## src/rtl/noc_port_adapter_if.sv

```systemverilog
// CPU-side PIO signals and NoC router-port handshake signals of one adapter.
// The adapter binds the slave modport; the CPU/router side uses master.
interface noc_port_adapter_if #(
    parameter int DATA_W = 32,
    parameter int ADDR_W = 8,
    parameter int DEPTH  = 4
);
    localparam int CNT_W = $clog2(DEPTH) + 1;

    logic [DATA_W-1:0] tx_data;
    logic [ADDR_W-1:0] tx_addr;
    logic              tx_write;
    logic              tx_full;
    logic [CNT_W-1:0]  tx_count;
    logic [DATA_W-1:0] rx_data;
    logic              rx_read;
    logic              rx_empty;
    logic [CNT_W-1:0]  rx_count;
    logic              irq_en;
    logic              irq;
    logic              err_clr;
    logic              tx_overflow;
    logic              rx_underflow;
    logic [DATA_W-1:0] noc_out_data;
    logic [ADDR_W-1:0] noc_out_addr;
    logic              noc_out_valid;
    logic              noc_out_ready;
    logic [DATA_W-1:0] noc_in_data;
    logic              noc_in_valid;
    logic              noc_in_ready;

    modport slave (
        input  tx_data, tx_addr, tx_write, rx_read, irq_en, err_clr,
               noc_out_ready, noc_in_data, noc_in_valid,
        output tx_full, tx_count, rx_data, rx_empty, rx_count, irq,
               tx_overflow, rx_underflow, noc_out_data, noc_out_addr,
               noc_out_valid, noc_in_ready
    );

    modport master (
        output tx_data, tx_addr, tx_write, rx_read, irq_en, err_clr,
               noc_out_ready, noc_in_data, noc_in_valid,
        input  tx_full, tx_count, rx_data, rx_empty, rx_count, irq,
               tx_overflow, rx_underflow, noc_out_data, noc_out_addr,
               noc_out_valid, noc_in_ready
    );
endinterface

```

## src/rtl/noc_port_adapter.sv

```systemverilog
// NoC port adapter: TX FIFO of {addr, data} towards the router, RX FIFO from it,
// receive interrupt (level or pulse) and sticky overflow/underflow flags.
module noc_port_adapter #(
    parameter int DATA_W   = 32,
    parameter int ADDR_W   = 8,
    parameter int DEPTH    = 4,
    parameter int IRQ_MODE = 0
) (
    input  logic              clk,
    input  logic              reset_n,
    noc_port_adapter_if.slave bus
);
    localparam int PTR_W = $clog2(DEPTH);
    localparam int CNT_W = PTR_W + 1;
    localparam int TXW   = ADDR_W + DATA_W;
    localparam logic [CNT_W-1:0] FULL_CNT = CNT_W'(DEPTH);

    function automatic logic [CNT_W-1:0] cnt_next(input logic [CNT_W-1:0] cnt,
                                                  input logic push, input logic pop);
        case ({push, pop})
            2'b10:   return cnt + CNT_W'(1);
            2'b01:   return cnt - CNT_W'(1);
            default: return cnt;
        endcase
    endfunction

    // DEPTH is a power of two, so plain overflow of the pointer is the wrap.
    function automatic logic [PTR_W-1:0] ptr_next(input logic [PTR_W-1:0] ptr,
                                                  input logic adv);
        return adv ? ptr + PTR_W'(1) : ptr;
    endfunction

    function automatic logic sticky_next(input logic q, input logic set, input logic clr);
        if (set)
            return 1'b1;
        else if (clr)
            return 1'b0;
        else
            return q;
    endfunction

    logic [TXW-1:0]    tx_mem_q [DEPTH];
    logic [PTR_W-1:0]  tx_wptr_q, tx_wptr_d;
    logic [PTR_W-1:0]  tx_rptr_q, tx_rptr_d;
    logic [CNT_W-1:0]  tx_cnt_q, tx_cnt_d;
    logic              tx_ovf_q, tx_ovf_d;
    logic              tx_full, tx_push, tx_pop;

    logic [DATA_W-1:0] rx_mem_q [DEPTH];
    logic [PTR_W-1:0]  rx_wptr_q, rx_wptr_d;
    logic [PTR_W-1:0]  rx_rptr_q, rx_rptr_d;
    logic [CNT_W-1:0]  rx_cnt_q, rx_cnt_d;
    logic              rx_udf_q, rx_udf_d;
    logic              rx_full, rx_empty, rx_push, rx_pop;

    logic              irq_q, irq_d;

    // Full/empty come from registered counts only, so a push while full is
    // dropped even when the other side pops in the same cycle.
    always_comb begin
        tx_full   = (tx_cnt_q == FULL_CNT);
        tx_push   = bus.tx_write && !tx_full;
        tx_pop    = (tx_cnt_q != '0) && bus.noc_out_ready;
        tx_wptr_d = ptr_next(tx_wptr_q, tx_push);
        tx_rptr_d = ptr_next(tx_rptr_q, tx_pop);
        tx_cnt_d  = cnt_next(tx_cnt_q, tx_push, tx_pop);
        tx_ovf_d  = sticky_next(tx_ovf_q, bus.tx_write && tx_full, bus.err_clr);
    end

    always_comb begin
        rx_full   = (rx_cnt_q == FULL_CNT);
        rx_empty  = (rx_cnt_q == '0);
        rx_push   = bus.noc_in_valid && !rx_full;
        rx_pop    = bus.rx_read && !rx_empty;
        rx_wptr_d = ptr_next(rx_wptr_q, rx_push);
        rx_rptr_d = ptr_next(rx_rptr_q, rx_pop);
        rx_cnt_d  = cnt_next(rx_cnt_q, rx_push, rx_pop);
        rx_udf_d  = sticky_next(rx_udf_q, bus.rx_read && rx_empty, bus.err_clr);
    end

    always_comb begin
        if (IRQ_MODE == 0)
            irq_d = bus.irq_en && (rx_cnt_d != '0);
        else
            irq_d = bus.irq_en && rx_push;
    end

    always_ff @(posedge clk or negedge reset_n) begin
        if (!reset_n) begin
            tx_wptr_q <= '0;
            tx_rptr_q <= '0;
            tx_cnt_q  <= '0;
            tx_ovf_q  <= 1'b0;
            rx_wptr_q <= '0;
            rx_rptr_q <= '0;
            rx_cnt_q  <= '0;
            rx_udf_q  <= 1'b0;
            irq_q     <= 1'b0;
        end else begin
            tx_wptr_q <= tx_wptr_d;
            tx_rptr_q <= tx_rptr_d;
            tx_cnt_q  <= tx_cnt_d;
            tx_ovf_q  <= tx_ovf_d;
            rx_wptr_q <= rx_wptr_d;
            rx_rptr_q <= rx_rptr_d;
            rx_cnt_q  <= rx_cnt_d;
            rx_udf_q  <= rx_udf_d;
            irq_q     <= irq_d;
        end
    end

    // Storage is deliberately unreset; occupancy alone says what is valid.
    always_ff @(posedge clk) begin
        if (tx_push)
            tx_mem_q[tx_wptr_q] <= {bus.tx_addr, bus.tx_data};
        if (rx_push)
            rx_mem_q[rx_wptr_q] <= bus.noc_in_data;
    end

    assign bus.tx_full       = tx_full;
    assign bus.tx_count      = tx_cnt_q;
    assign bus.tx_overflow   = tx_ovf_q;
    assign bus.noc_out_valid = (tx_cnt_q != '0);
    assign bus.noc_out_addr  = tx_mem_q[tx_rptr_q][TXW-1:DATA_W];
    assign bus.noc_out_data  = tx_mem_q[tx_rptr_q][DATA_W-1:0];

    assign bus.rx_data       = rx_mem_q[rx_rptr_q];
    assign bus.rx_empty      = rx_empty;
    assign bus.rx_count      = rx_cnt_q;
    assign bus.rx_underflow  = rx_udf_q;
    assign bus.noc_in_ready  = !rx_full;

    assign bus.irq           = irq_q;
endmodule

```

## src/flat_wrapper.sv

```systemverilog
// flat-port wrapper written by rule: the top's interface ports become plain ports
module noc_port_adapter_flat 
#(
    parameter int DATA_W   = 32,
    parameter int ADDR_W   = 8,
    parameter int DEPTH    = 4,
    parameter int IRQ_MODE = 0
)
  (clk, reset_n, bus_tx_data, bus_tx_addr, bus_tx_write, bus_rx_read, bus_irq_en, bus_err_clr, bus_noc_out_ready, bus_noc_in_data, bus_noc_in_valid, bus_tx_full, bus_tx_count, bus_rx_data, bus_rx_empty, bus_rx_count, bus_irq, bus_tx_overflow, bus_rx_underflow, bus_noc_out_data, bus_noc_out_addr, bus_noc_out_valid, bus_noc_in_ready);
  noc_port_adapter_if #(.DATA_W(DATA_W), .ADDR_W(ADDR_W), .DEPTH(DEPTH)) bus_i ();
  input  logic clk;
  input  logic reset_n;
  input wire logic [$bits(bus_i.tx_data)-1:0] bus_tx_data;
  input wire logic [$bits(bus_i.tx_addr)-1:0] bus_tx_addr;
  input wire logic [$bits(bus_i.tx_write)-1:0] bus_tx_write;
  input wire logic [$bits(bus_i.rx_read)-1:0] bus_rx_read;
  input wire logic [$bits(bus_i.irq_en)-1:0] bus_irq_en;
  input wire logic [$bits(bus_i.err_clr)-1:0] bus_err_clr;
  input wire logic [$bits(bus_i.noc_out_ready)-1:0] bus_noc_out_ready;
  input wire logic [$bits(bus_i.noc_in_data)-1:0] bus_noc_in_data;
  input wire logic [$bits(bus_i.noc_in_valid)-1:0] bus_noc_in_valid;
  output wire logic [$bits(bus_i.tx_full)-1:0] bus_tx_full;
  output wire logic [$bits(bus_i.tx_count)-1:0] bus_tx_count;
  output wire logic [$bits(bus_i.rx_data)-1:0] bus_rx_data;
  output wire logic [$bits(bus_i.rx_empty)-1:0] bus_rx_empty;
  output wire logic [$bits(bus_i.rx_count)-1:0] bus_rx_count;
  output wire logic [$bits(bus_i.irq)-1:0] bus_irq;
  output wire logic [$bits(bus_i.tx_overflow)-1:0] bus_tx_overflow;
  output wire logic [$bits(bus_i.rx_underflow)-1:0] bus_rx_underflow;
  output wire logic [$bits(bus_i.noc_out_data)-1:0] bus_noc_out_data;
  output wire logic [$bits(bus_i.noc_out_addr)-1:0] bus_noc_out_addr;
  output wire logic [$bits(bus_i.noc_out_valid)-1:0] bus_noc_out_valid;
  output wire logic [$bits(bus_i.noc_in_ready)-1:0] bus_noc_in_ready;
  assign bus_i.tx_data = bus_tx_data;
  assign bus_i.tx_addr = bus_tx_addr;
  assign bus_i.tx_write = bus_tx_write;
  assign bus_i.rx_read = bus_rx_read;
  assign bus_i.irq_en = bus_irq_en;
  assign bus_i.err_clr = bus_err_clr;
  assign bus_i.noc_out_ready = bus_noc_out_ready;
  assign bus_i.noc_in_data = bus_noc_in_data;
  assign bus_i.noc_in_valid = bus_noc_in_valid;
  assign bus_tx_full = bus_i.tx_full;
  assign bus_tx_count = bus_i.tx_count;
  assign bus_rx_data = bus_i.rx_data;
  assign bus_rx_empty = bus_i.rx_empty;
  assign bus_rx_count = bus_i.rx_count;
  assign bus_irq = bus_i.irq;
  assign bus_tx_overflow = bus_i.tx_overflow;
  assign bus_rx_underflow = bus_i.rx_underflow;
  assign bus_noc_out_data = bus_i.noc_out_data;
  assign bus_noc_out_addr = bus_i.noc_out_addr;
  assign bus_noc_out_valid = bus_i.noc_out_valid;
  assign bus_noc_in_ready = bus_i.noc_in_ready;
  noc_port_adapter #(.DATA_W(DATA_W), .ADDR_W(ADDR_W), .DEPTH(DEPTH), .IRQ_MODE(IRQ_MODE)) u_core (.clk(clk), .reset_n(reset_n), .bus(bus_i));
endmodule
```

## config.mk

```make
export PLATFORM = sky130hd
export DESIGN_NAME = noc_port_adapter_flat
export DESIGN_NICKNAME = d
export VERILOG_FILES = /design/src/rtl/noc_port_adapter_if.sv /design/src/rtl/noc_port_adapter.sv /design/src/flat_wrapper.sv
export SDC_FILE = /design/constraint.sdc
export NUM_CORES = 1
export LEC_CHECK = 0
export ABC_CLOCK_PERIOD_IN_PS = 2510
export BUFFER_PORTS_ARGS = -buffer_cell sky130_fd_sc_hd__buf_2
export CAP_MARGIN = 10
export CORE_MARGIN = 2
export CORE_UTILIZATION = 30
export DETAILED_ROUTE_END_ITERATION = 6
export PLACE_DENSITY_LB_ADDON = 0.1
export SETUP_SLACK_MARGIN = 0.2
export SLEW_MARGIN = 25
export SYNTH_ARGS = -nofsm -noshare
export SYNTH_HDL_FRONTEND = slang
export SYNTH_SLANG_ARGS = --single-unit
```

## constraint.sdc

```tcl
create_clock -name clk -period 2.51 [get_ports clk]
set_clock_uncertainty 0.15 [all_clocks]
set_input_delay 0.251 -clock clk [delete_from_list [all_inputs] [get_ports clk]]
set_output_delay 0.251 -clock clk [all_outputs]
set_load 0.05 [all_outputs]
```

==> results.md <==
Place:
- The post-detailed-placement half-perimeter wirelength is 14760 um.
- In this run the cell area measured after placement is about 13000 um2.
- The number of port buffers is 164.
- The congestion estimate from routability-driven global placement came to 0.6967.

GRT:
- Entering global routing, the biggest net connects 41 pins.
- The overall fraction of global-route tracks in use is 12.74%.
- The layer flagged by global routing as most heavily used is met2.
- The initial antenna violation count was 2.
- The global-route wire length before repair is 36780 um.
- The number of global-route vias before repair is 6264.
- In the global route stage, met2 resource usage came out at 22.70%.
- The total global routing overflow is 0.
- The met3 usage in global routing is approximately 4.3%.
- The met1 track utilization from global routing is 14.46%.

Timing:
- The post-route worst hold slack is ~0.066 ns.
- Adding up every negative setup slack in the final design gives 0 ns.
- Setup repair after global routing could not meet its margin everywhere.
- The worst pin sits at a relative slew slack of 69.08%.
- At the pin with the least slew margin, the transition time is approximately 0.46 ns.
- The hold violation total from the final report is 0.
- The number of failing setup endpoints in the final timing report is 0.
- The max-slew violation total from the final report is 0.
- The highest attainable clock frequency is just over 400 MHz.
- The final critical path takes up 96.61% of the cycle.
- The shortest clock period the worst path allows after layout is approximately 2.4 ns.

Finish:
- The final design area excluding fillers is between 15000 and 20000 um2.
- For this run, the share of the core covered by cells in the final layout is between 40 and 50%.
- The net count of the finished layout is 855.
- The proportion of layout cells with a drive suffix above 1 is 43.71%.
- The antenna diode count is 0.
- Compared with the post-synthesis result, the final layout area differs by 36.40%.

Worst setup path:
- The endpoint required time on the critical path is 2.74 ns.
- STA classifies the critical path endpoint as a flop.
- The most frequent cell on the critical path is inv_2.
- The signal on the critical path passes through or3b_4 > and2_4 > inv_2 > ha_4 > inv_2 > fa_2 > nand2b_1 > a21oi_1 > a31oi_4.
- Among cell families on the critical path, the largest total delay comes from adder cells.
- The number of buffers and inverters on the critical path is 2.
- The standard cell with the maximum stage delay on the critical path is fa_2.
- The peak per-stage delay on the critical path is 0.51 ns.
- The data arrival time of the worst path is 2.66 ns.
- The setup path with the least slack is of type reg -> reg.
- The startpoint type of the worst setup path is a flop.
- The critical-path maximum fanout is 2.

Die:
- The floorplan step defined a die boundary enclosing 39370 um2.
- The initial utilization of the core area, before any placement, comes to 30.25%.
- The vertical die dimension is 198.4 um.
- In this run the core area contains 71 standard-cell rows.
- In this run the standard cell core region covers 37490 um2.
- The top-level I/O count is 165.
- Measured along the x axis, the die boundary spans between 150 and 200 um.

Clock network:
- For this design, the sink count on the clock tree is just over 300.
- Counting along the longest clock path gives a buffer depth of 3.
- The root buffer cell chosen for the clock tree is clkbuf_16.
- Clock tree synthesis inserted a total of 36 buffers.
- The later pin in the worst-skew pair is clocked with a latency of 0.52 ns.
- The level count of the clock H-tree is 2.
- TritonCTS built the clock tree.
- The clock edge transition at the registers on the reported setup and hold paths is approximately 0.060 ns.

Routing:
- The final antenna-violating net count is 0.
- The number of remaining DRC errors is 0.
- Before antenna repair, the detailed router went through 4 iterations.
- The post-detailed-route via-to-cell ratio is 4.402.
- The total via count in the routed design is between 5000 and 6000.
- The aggregate routed wire length is approximately 25000 um.
- The number of violations reported at the end of detailed-routing iteration 0 is approximately 250.
- Dividing the detail-routed wire length by the instance count gives 18.94 um.

Synth:
- For this run, the number of Yosys warnings is 0.
- The area of the mapped netlist is 11340 um2.
- The area share of the leading cell type in the synthesized netlist is 76.26%.
- The synthesis-stage register bit count is 305.
- The synthesized design spends more area on one cell type than any other, namely edfxtp_1.
- Summing the sequential cell areas from Yosys gives between 80% and 90% of the chip area.
- The mean cell area of the mapped netlist is 24.28 um2.
- The post-synthesis instance total is 467.
- Ranked by total cell area, the synthesized netlist is headed by edfxtp_1 76%, mux4_2 14%, dfrtp_1 3.8%.
- Counting distinct cell types in the post-synthesis netlist gives 32.
- The number of nets handed over by synthesis was 559.

Run status:
- The run finished with clean final reports.

Power and ir drop:
- The relative contribution of sequential cells to total power is roughly a third.
- Combinational logic burns 43.9% of the power.
- For this design the ratio of total power to cell area is 1367 nW/um2.
- The leakage power total is roughly 0.0055 uW.
- The clock network fraction of design power is 22.6%.
- Net switching is a little under two fifths of the power.
- The completed layout was analyzed and its total power is 21140 uW.
- The internal power consumption is 13170 uW.
- IR analysis of the VDD net gives a maximum drop of 0.8024 mV.
- Summed over all nets, the switching power comes to 7969 uW.

Hold path:
- The path class of the tightest hold or removal check is in -> async.

Job:
- The number of max-cap violations is 0.
==> metal layers <==
layer | vias to the layer above | wire [um]
met1 | 2968 | 9859
met3 | 44 | 1582
met5 | - | 33
met4 | 4 | 488
met2 | 153 | 12630
li1 | 2545 | -
==> worst paths after layout <==
check | startpoint | depth (start not counted) | slack, ns | end
max | u_core.bus.rx_count[1] | 9 | 0.08 | u_core.bus.irq
min | reset_n | 2 | 0.07 | u_core.tx_rptr_q[1]
max reg2reg | u_core.bus.rx_count[1] | 9 | 0.08 | u_core.bus.irq
min reg2reg | u_core.bus.tx_count[2] | 1 | 0.35 | u_core.bus.tx_count[2]
max in group asynchronous | reset_n | 2 | 1.79 | u_core.rx_rptr_q[0]
min in group clk | bus_noc_in_valid | 4 | 0.08 | u_core.rx_wptr_q[0]
==> power groups by stage <==
| stage | Sequential, uW | Combinational (uW) | Clock [uW] |
|---|---|---|---|
| after floorplan | 7310 | 5750 | 0 |
| after global placement | 7170 | 8050 | 0 |
| after detailed placement | 7240 | 8120 | 0 |
| after CTS | 7080 | 9390 | 4980 |
| after global routing | 7150 | 9820 | 5170 |
| final | 7070 | 9290 | 4790 |
==> logic make-up after synthesis <==
| family | after synthesis | synth area share (%) |
|---|---|---|
| flip-flops | 305 | 80.01 |
| multiplexers | 75 | 14.62 |
| buffers and inverters | 33 | 1.357 |
| AND/OR/NAND/NOR | 24 | 1.313 |
| adder cells (fa/ha/maj) | 12 | 1.456 |
| XOR/XNOR | 11 | 0.8495 |
| AO/OA/AOI/OAI | 7 | 0.3971 |
==> placed cells by master, fill, tap and decap left out, types with 2 or more instances in the layout <==
master	n
clkbuf_1	7
nand2_1	5
dlygate4sd3_1	79
mux4_2	72
clkinv_1	10
dfrtp_1	8
buf_4	17
edfxtp_1	288
buf_6	37
ha_1	9
buf_16	4
inv_2	2
buf_8	7
buf_12	15
clkbuf_16	37
dfrtp_2	9
xor2_1	5
inv_1	13
buf_2	117
and3_2	4
clkinv_2	4
and2_2	4
o21ai_0	2
xnor2_1	6
nand2b_1	2
bufinv_16	2
==> flip-flops by register name (all words and copies together), names as in the netlist, 2 cells and up <==
name	cells
u_core.rx_wptr_q	2
u_core.bus.rx_count	3
u_core.rx_mem_q	128
u_core.rx_rptr_q	2
u_core.bus.tx_count	3
u_core.tx_wptr_q	2
u_core.tx_rptr_q	2
u_core.tx_mem_q	160
==> cells in the mapped netlist, drive strengths merged <==
library cell	number
nor2	1
o31a	2
or3	2
nor3	1
clkbuf	2
nand2b	2
ha	10
a21oi	1
nand2	5
xor2	5
o21ai	3
a31oi	1
mux2	2
mux4	72
nor2b	1
and3	4
dfrtp	17
and2	6
or3b	1
fa	2
buf	16
edfxtp	288
inv	15
mux2i	1
nor3b	1
xnor2	6
==> what timing repair did <==
action                                  4_1_cts  5_1_grt
endpoints found under the hold margin       310        0
endpoints found under the setup margin       74       74
buffers inserted                              8        1
pin swaps                                     3        0
cloned                                        4        0
resized for setup                            90       22
hold buffers                                 79        0
==> per-stage QoR <==
step	instances	setup WS (ns)
2_1_floorplan	467	-0.1629
3_3_place_gp	1144	0.1095
3_5_place_dp	1144	-0.005553
4_1_cts	1297	0.07051
5_1_grt	1298	0.006845
6_report	1298	0.08500
==> final cells by class <==
type / count / area, um2
clock buffers: 44 / 952.2
clock inverters: 18 / 133.9
fillers: 3403 / 22020
inverters: 15 / 56.30
multi-input cells: 129 / 2166
flip-flops and latches: 305 / 9085
well taps: 511 / 639.4
repair buffers: 276 / 2436
(Power assumes the default switching activity.)
